$ cat config.mk
export PLATFORM = sky130hd
export DESIGN_NAME = img_rom_window_flat
export DESIGN_NICKNAME = d
export VERILOG_FILES = /design/src/rtl/img_rom_window_if.sv /design/src/rtl/img_rom_window.sv /design/src/flat_wrapper.sv
export SDC_FILE = /design/constraint.sdc
export NUM_CORES = 1
export LEC_CHECK = 0
export CAP_MARGIN = 10
export CORE_ASPECT_RATIO = 1.4
export CORE_UTILIZATION = 30
export CTS_CLUSTER_DIAMETER = 40
export CTS_CLUSTER_SIZE = 40
export DETAILED_ROUTE_END_ITERATION = 10
export PLACE_DENSITY = 0.48
export SLEW_MARGIN = 15
export SYNTH_ARGS = -nofsm -noshare
export SYNTH_HDL_FRONTEND = slang
export SYNTH_SLANG_ARGS = --single-unit
$ cat constraint.sdc
create_clock -name clk -period 7 [get_ports clk]
set_input_delay 1.75 -clock clk [delete_from_list [all_inputs] [get_ports clk]]
set_output_delay 1.75 -clock clk [all_outputs]
set_load 0.01 [all_outputs]
$ cat src/rtl/img_rom_window_if.sv
// ROM read bus between the picture-window fetcher (master) and the image ROM (slave).
interface img_rom_window_if #(
  parameter int ADDR_WIDTH = 16,
  parameter int DATA_WIDTH = 24
);
  logic [ADDR_WIDTH-1:0] rom_addr;
  logic [DATA_WIDTH-1:0] rom_data;

  modport master (output rom_addr, input rom_data);
  modport slave  (input rom_addr, output rom_data);
endinterface

$ cat src/rtl/img_rom_window.sv
// Places a ROM-stored image at a programmable position in the active video area,
// with optional 2x replication and colour-key transparency; outputs are L = RD_LATENCY+2 late.
module img_rom_window #(
  parameter int                    ADDR_WIDTH = 16,
  parameter int                    DATA_WIDTH = 24,
  parameter int                    IMG_W      = 256,
  parameter int                    IMG_H      = 200,
  parameter int                    RD_LATENCY = 2,
  parameter int                    H_WIDTH    = 12,
  parameter int                    KEY_EN     = 0,
  parameter logic [DATA_WIDTH-1:0] KEY_COLOR  = 24'h000000
) (
  input  logic                  clk,
  input  logic                  rst,
  input  logic                  vs_in,
  input  logic                  hs_in,
  input  logic                  de_in,
  input  logic                  en,
  input  logic                  scale,
  input  logic [H_WIDTH-1:0]    win_x,
  input  logic [H_WIDTH-1:0]    win_y,
  input  logic [DATA_WIDTH-1:0] bg_color,
  img_rom_window_if.master      rom,
  output logic                  vs_out,
  output logic                  hs_out,
  output logic                  de_out,
  output logic [DATA_WIDTH-1:0] rgb_out
);

  localparam int L  = RD_LATENCY + 2;
  localparam int CW = H_WIDTH + 2;

  localparam logic [CW-1:0]         IMG_W1    = CW'(IMG_W);
  localparam logic [CW-1:0]         IMG_W2    = CW'(2 * IMG_W);
  localparam logic [CW-1:0]         IMG_H1    = CW'(IMG_H);
  localparam logic [CW-1:0]         IMG_H2    = CW'(2 * IMG_H);
  localparam logic [ADDR_WIDTH-1:0] LINE_STEP = ADDR_WIDTH'(IMG_W);
  localparam logic [ADDR_WIDTH-1:0] ONE_A     = ADDR_WIDTH'(1);
  localparam logic [H_WIDTH-1:0]    ONE_H     = H_WIDTH'(1);

  logic                  vs_prev_q, vs_prev_d;
  logic                  de_prev_q, de_prev_d;
  logic                  en_lat_q, en_lat_d;
  logic                  scale_lat_q, scale_lat_d;
  logic [H_WIDTH-1:0]    win_x_q, win_x_d;
  logic [H_WIDTH-1:0]    win_y_q, win_y_d;
  logic [H_WIDTH-1:0]    col_q, col_d;
  logic [H_WIDTH-1:0]    row_q, row_d;
  logic [ADDR_WIDTH-1:0] x_off_q, x_off_d;
  logic                  x_phase_q, x_phase_d;
  logic [ADDR_WIDTH-1:0] line_base_q, line_base_d;
  logic                  row_phase_q, row_phase_d;
  logic                  row_hit_q, row_hit_d;
  logic [ADDR_WIDTH-1:0] rom_addr_q, rom_addr_d;
  logic [L-1:0]          vs_sr_q, vs_sr_d;
  logic [L-1:0]          hs_sr_q, hs_sr_d;
  logic [L-1:0]          de_sr_q, de_sr_d;
  logic [L-2:0]          win_sr_q, win_sr_d;
  logic [DATA_WIDTH-1:0] rgb_q, rgb_d;

  logic                  vs_rise, de_fall, in_win;
  logic                  en_eff, scale_eff, x_phase_eff;
  logic [H_WIDTH-1:0]    win_x_eff, win_y_eff, row_eff;
  logic [ADDR_WIDTH-1:0] x_off_eff, line_base_eff;
  logic [CW-1:0]         col_ext, row_ext, wx_ext, wy_ext, x_lim, y_lim;

  // A pixel coinciding with the vs rising edge already sees the new frame's settings.
  always_comb begin
    vs_rise       = vs_in & ~vs_prev_q;
    de_fall       = de_prev_q & ~de_in;
    en_eff        = vs_rise ? en    : en_lat_q;
    scale_eff     = vs_rise ? scale : scale_lat_q;
    win_x_eff     = vs_rise ? win_x : win_x_q;
    win_y_eff     = vs_rise ? win_y : win_y_q;
    row_eff       = vs_rise ? '0 : row_q;
    x_off_eff     = vs_rise ? '0 : x_off_q;
    x_phase_eff   = vs_rise ? 1'b0 : x_phase_q;
    line_base_eff = vs_rise ? '0 : line_base_q;
    col_ext       = {2'b00, col_q};
    row_ext       = {2'b00, row_eff};
    wx_ext        = {2'b00, win_x_eff};
    wy_ext        = {2'b00, win_y_eff};
    x_lim         = wx_ext + (scale_eff ? IMG_W2 : IMG_W1);
    y_lim         = wy_ext + (scale_eff ? IMG_H2 : IMG_H1);
    in_win        = de_in & en_eff &
                    (col_ext >= wx_ext) & (col_ext < x_lim) &
                    (row_ext >= wy_ext) & (row_ext < y_lim);
  end

  always_comb begin
    vs_prev_d   = vs_in;
    de_prev_d   = de_in;
    en_lat_d    = en_lat_q;
    scale_lat_d = scale_lat_q;
    win_x_d     = win_x_q;
    win_y_d     = win_y_q;
    col_d       = de_in ? col_q + ONE_H : '0;
    row_d       = row_q;
    x_off_d     = x_off_q;
    x_phase_d   = x_phase_q;
    line_base_d = line_base_q;
    row_phase_d = row_phase_q;
    row_hit_d   = row_hit_q;
    rom_addr_d  = rom_addr_q;

    if (vs_rise) begin
      en_lat_d    = en;
      scale_lat_d = scale;
      win_x_d     = win_x;
      win_y_d     = win_y;
      row_d       = '0;
      x_off_d     = '0;
      x_phase_d   = 1'b0;
      line_base_d = '0;
      row_phase_d = 1'b0;
      row_hit_d   = 1'b0;
    end

    if (in_win) begin
      rom_addr_d = line_base_eff + x_off_eff;
      row_hit_d  = 1'b1;
      if (!scale_eff || x_phase_eff)
        x_off_d = x_off_eff + ONE_A;
      if (scale_eff)
        x_phase_d = ~x_phase_eff;
    end

    // Line stride only depends on whether the row was hit, so right clipping never skews the image.
    if (de_fall) begin
      x_off_d   = '0;
      x_phase_d = 1'b0;
      row_hit_d = 1'b0;
      if (!vs_rise) begin
        row_d = row_q + ONE_H;
        if (row_hit_q) begin
          if (!scale_lat_q || row_phase_q)
            line_base_d = line_base_q + LINE_STEP;
          if (scale_lat_q)
            row_phase_d = ~row_phase_q;
        end
      end
    end
  end

  always_comb begin
    vs_sr_d  = {vs_sr_q[L-2:0], vs_in};
    hs_sr_d  = {hs_sr_q[L-2:0], hs_in};
    de_sr_d  = {de_sr_q[L-2:0], de_in};
    win_sr_d = {win_sr_q[L-3:0], in_win};
    // Tap L-2 lines up with rom_data for the same pixel; the register adds the last stage.
    if (!de_sr_q[L-2])
      rgb_d = '0;
    else if (!win_sr_q[L-2])
      rgb_d = bg_color;
    else if ((KEY_EN != 0) && (rom.rom_data == KEY_COLOR))
      rgb_d = bg_color;
    else
      rgb_d = rom.rom_data;
  end

  always_ff @(posedge clk or posedge rst) begin
    if (rst) begin
      vs_prev_q   <= 1'b0;
      de_prev_q   <= 1'b0;
      en_lat_q    <= 1'b0;
      scale_lat_q <= 1'b0;
      win_x_q     <= '0;
      win_y_q     <= '0;
      col_q       <= '0;
      row_q       <= '0;
      x_off_q     <= '0;
      x_phase_q   <= 1'b0;
      line_base_q <= '0;
      row_phase_q <= 1'b0;
      row_hit_q   <= 1'b0;
      rom_addr_q  <= '0;
      vs_sr_q     <= '0;
      hs_sr_q     <= '0;
      de_sr_q     <= '0;
      win_sr_q    <= '0;
      rgb_q       <= '0;
    end else begin
      vs_prev_q   <= vs_prev_d;
      de_prev_q   <= de_prev_d;
      en_lat_q    <= en_lat_d;
      scale_lat_q <= scale_lat_d;
      win_x_q     <= win_x_d;
      win_y_q     <= win_y_d;
      col_q       <= col_d;
      row_q       <= row_d;
      x_off_q     <= x_off_d;
      x_phase_q   <= x_phase_d;
      line_base_q <= line_base_d;
      row_phase_q <= row_phase_d;
      row_hit_q   <= row_hit_d;
      rom_addr_q  <= rom_addr_d;
      vs_sr_q     <= vs_sr_d;
      hs_sr_q     <= hs_sr_d;
      de_sr_q     <= de_sr_d;
      win_sr_q    <= win_sr_d;
      rgb_q       <= rgb_d;
    end
  end

  assign rom.rom_addr = rom_addr_q;
  assign vs_out       = vs_sr_q[L-1];
  assign hs_out       = hs_sr_q[L-1];
  assign de_out       = de_sr_q[L-1];
  assign rgb_out      = rgb_q;

endmodule

$ cat src/flat_wrapper.sv
// flat-port wrapper written by rule: the top's interface ports become plain ports
module img_rom_window_flat 
#(
  parameter int                    ADDR_WIDTH = 16,
  parameter int                    DATA_WIDTH = 24,
  parameter int                    IMG_W      = 256,
  parameter int                    IMG_H      = 200,
  parameter int                    RD_LATENCY = 2,
  parameter int                    H_WIDTH    = 12,
  parameter int                    KEY_EN     = 0,
  parameter logic [DATA_WIDTH-1:0] KEY_COLOR  = 24'h000000
)
  (clk, rst, vs_in, hs_in, de_in, en, scale, win_x, win_y, bg_color, vs_out, hs_out, de_out, rgb_out, rom_rom_addr, rom_rom_data);
  img_rom_window_if #(.ADDR_WIDTH(ADDR_WIDTH), .DATA_WIDTH(DATA_WIDTH)) rom_i ();
  input  logic clk;
  input  logic rst;
  input  logic vs_in;
  input  logic hs_in;
  input  logic de_in;
  input  logic en;
  input  logic scale;
  input  logic [H_WIDTH-1:0] win_x;
  input  logic [H_WIDTH-1:0] win_y;
  input  logic [DATA_WIDTH-1:0] bg_color;
  output logic vs_out;
  output logic hs_out;
  output logic de_out;
  output logic [DATA_WIDTH-1:0] rgb_out;
  output wire logic [$bits(rom_i.rom_addr)-1:0] rom_rom_addr;
  input wire logic [$bits(rom_i.rom_data)-1:0] rom_rom_data;
  assign rom_rom_addr = rom_i.rom_addr;
  assign rom_i.rom_data = rom_rom_data;
  img_rom_window #(.ADDR_WIDTH(ADDR_WIDTH), .DATA_WIDTH(DATA_WIDTH), .IMG_W(IMG_W), .IMG_H(IMG_H), .RD_LATENCY(RD_LATENCY), .H_WIDTH(H_WIDTH), .KEY_EN(KEY_EN), .KEY_COLOR(KEY_COLOR)) u_core (.clk(clk), .rst(rst), .vs_in(vs_in), .hs_in(hs_in), .de_in(de_in), .en(en), .scale(scale), .win_x(win_x), .win_y(win_y), .bg_color(bg_color), .rom(rom_i), .vs_out(vs_out), .hs_out(hs_out), .de_out(de_out), .rgb_out(rgb_out));
endmodule
==> metrics <==
ys flop type dfrtp_1; post-layout util 38.8%; Vias 6045; clock latency at the later pin of the worst-skew pair 430 ps; multiplexer share of the synthesized area 6.29%; Power Density 207 nW/µm²; Worst Path Required 7300 ps; I/O Buffers 121; register-to-register path setup slack 2290 ps; Min Hold Slack 348 ps; Final min period 6170 ps; initial antenna violation count 0; crit path cell chain clkdlybuf4s50_1, nor2b_2, buf_4, nor2_1, a21oi_1, inv_1, ha_1, a311oi_1, nor3_1, nor3_1, xnor2_1, ha_1, and4_1, o21ai_0, a21oi_1, o22a_1, nand3_2, nand2_1, buf_4, inv_1, mux2_1; setup violators final 0; number of global-route vias before repair 6302; Fill cells 2632; max-cap violations 0; Fin. Hold Viols 0; Overflow after GRT 0; Final Power 2.10 mW; clock sink count 140; CP arrival 6480 ps; Crit Path Category input pin to flop; most common cell in the netlist dfrtp_1; post-DP HPWL 14600 µm; Synth Area in Compound Gates 10.7%; Routed Antenna Nets 0; Critical Path Sink Type flop; dpl cell area 9520 µm²; xor and xnor area share after synthesis 5.96%; worst vdd ir 0.168 mV; first-pass GRT wire length 32600 µm; Design Area, Final 10100 µm²; CP delay by family, top compound AO/OA/AOI/OAI gates; cell count after synthesis 798; Die W 139 µm; Post-synth EDFFs 0; core footprint 26100 µm²; die area 27100 µm²; TritonCTS clock tree yes; Max transition margin 39.3%; synth top area cells dfrtp_1 44%, ha_1 9.6%, mux2i_1 5.5%, and2_1 4.2%, nand2_1 3.5%; total number of yosys warnings 0; post-synthesis adder-cell area fraction 10.2%; Post-Synth Simple-Gate Area 19.0%; Syn Area/Cell 9.95 µm²; ANT cells 0; FF-to-FF Start u_core.vs_sr_q[0]; CP endpoint u_core.rom.rom_addr[9]; worst hold-check path type flop to flop; FF/Latch Area 3500 µm²; Worst Max-Slew Pin Slew 911 ps; fmax 162 MHz; Area Growth Syn to Fin 27.5%; initial core utilization 30.4%; vias per inst 4.81; leakage power 4.63 nW; row count 70; root buffer cell clkbuf_16; crit share post-route 88.2%; post-synthesis cell type count 60; Setup Buffers After CTS 0; cells on worst reg2reg path 20; CTS Hold Bufs 0; sequential share of the synthesized area 44.1%; Critical Path Stages 21; DR WL/cell 15.6 µm; post-synth top area share 44.1%; Critical path buffers and inverters 5; clock-pin slew on the worst setup and hold paths 60 ps; Critical path origin vs_in; clock buffer depth 2; H-tree lvl count 4; final wirelength 19600 µm; DRT iter0 DRCs 203; CTS buffer count 17; list of most frequent post-synthesis cells 140 x dfrtp_1, 74 x nand2_1, 61 x ha_1; GRT Total Usage 15.3%; biggest area consumer among synthesized cells dfrtp_1; Worst Skew 9.65 ps; Worst Min Path Start u_core.hs_sr_q[2]; Slew Viols, Final 0; ys async rst share 100%; layout cells sized above 1 5.36%; Die Ht 194 µm; Nets 1062; top fanout value on the critical path 29; cts repair resizes 0; largest family of logic cells by synthesized area simple AND/OR/NAND/NOR gates; R2R Path End u_core.rom.rom_addr[9]; footprint of the multi-input gates 4150 µm²; CP max stage delay 570 ps; crit path launch type input pin; RSZ-0062 raised after global routing false; pin count of the biggest net entering global routing 95; RePlAce Congestion 0.805; # IOs 122; Residual DRC 0; synthesized area 7940 µm²; setup TNS 0 ps; Crit-path slowest cell clkdlybuf4s50_1; #FFs+latches synth 140; DRT Pass-1 Iters 4; outcome completed; Mapped Nets 940
state kept, by name, summed over array words and instances (netlist names):
name	cells
u_core.col_q	12
u_core.de_sr_q	4
u_core.en_lat_q	1
u_core.hs_sr_q	4
u_core.line_base_q	16
u_core.rgb_out	24
u_core.rom.rom_addr	16
u_core.row_hit_q	1
u_core.row_phase_q	1
u_core.row_q	12
u_core.scale_lat_q	1
u_core.vs_sr_q	4
u_core.win_sr_q	3
u_core.win_x_q	12
u_core.win_y_q	12
u_core.x_off_q	16
u_core.x_phase_q	1
cells in the final DEF, fill, tap and decap left out, types with 8 or more instances in the layout:
cell type and n:
dfrtp_1 140, clkdlybuf4s50_1 121, nand2_1 74, ha_1 61
and2_1 53, mux2i_1 44, inv_1 43, nor2_1 42
a21oi_1 31, nor2b_1 30, xnor2_1 27, xor2_1 27
nand3_1 22, o21ai_0 22, clkbuf_16 17, o21ai_1 13
nand4_1 12, o31ai_1 11, buf_4 11, a31oi_1 8
nor3_1 8
where the power goes:
group	switching [mW]	leakage [nW]	internal [mW]
registers	0.0205	1.84	0.845
clock network	0.359	0.292	0.576
logic	0.155	2.49	0.140
routing by layer:
metal / vias up / GRT usage [%] / routed length (µm)
met1: 2840 / 17.7 / 8570
met2: 158 / 27.4 / 9800
met4: 0 / 5.68 / 363
li1: 3025 / - / -
met5: - / 0 / 0
met3: 22 / 3.45 / 910
worst min-delay path by stage:
stage | end | cells past startpoint
global route | u_core.win_sr_q[1] | 0
detailed placement | u_core.hs_sr_q[1] | 0
global placement | u_core.hs_sr_q[2] | 0
finish | u_core.hs_sr_q[3] | 0
CTS | u_core.hs_sr_q[3] | 0
floorplan | u_core.de_sr_q[2] | 0
final cells by class:
type	count	area share [%]
Clock buffer	20	4.51
Inverter	44	1.68
Sequential cell	140	34.6
Multi-Input combinational cell	585	41.0
Tap cell	324	4.01
Timing Repair Buffer	132	12.8
Clock inverter	11	1.41
through the flow:
stage          worst slack [ps]  cells
4_1_cts                     854   1256
5_1_grt                     397   1256
6_report                    826   1256
2_1_floorplan              1240    798
3_3_place_gp                562   1225
3_5_place_dp                395   1225
logic make-up (layout without fill, tap and decap cells):
| group | count (synthesis) | after routing |
|---|---|---|
| compound gates | 133 | 133 |
| simple gates | 285 | 285 |
| buf+inv | 73 | 207 |
| flops | 140 | 140 |
| xor+xnor | 54 | 54 |
| mux | 49 | 49 |
| fa+ha+maj | 64 | 64 |
Note: power is estimated with default switching activity, not from simulation.
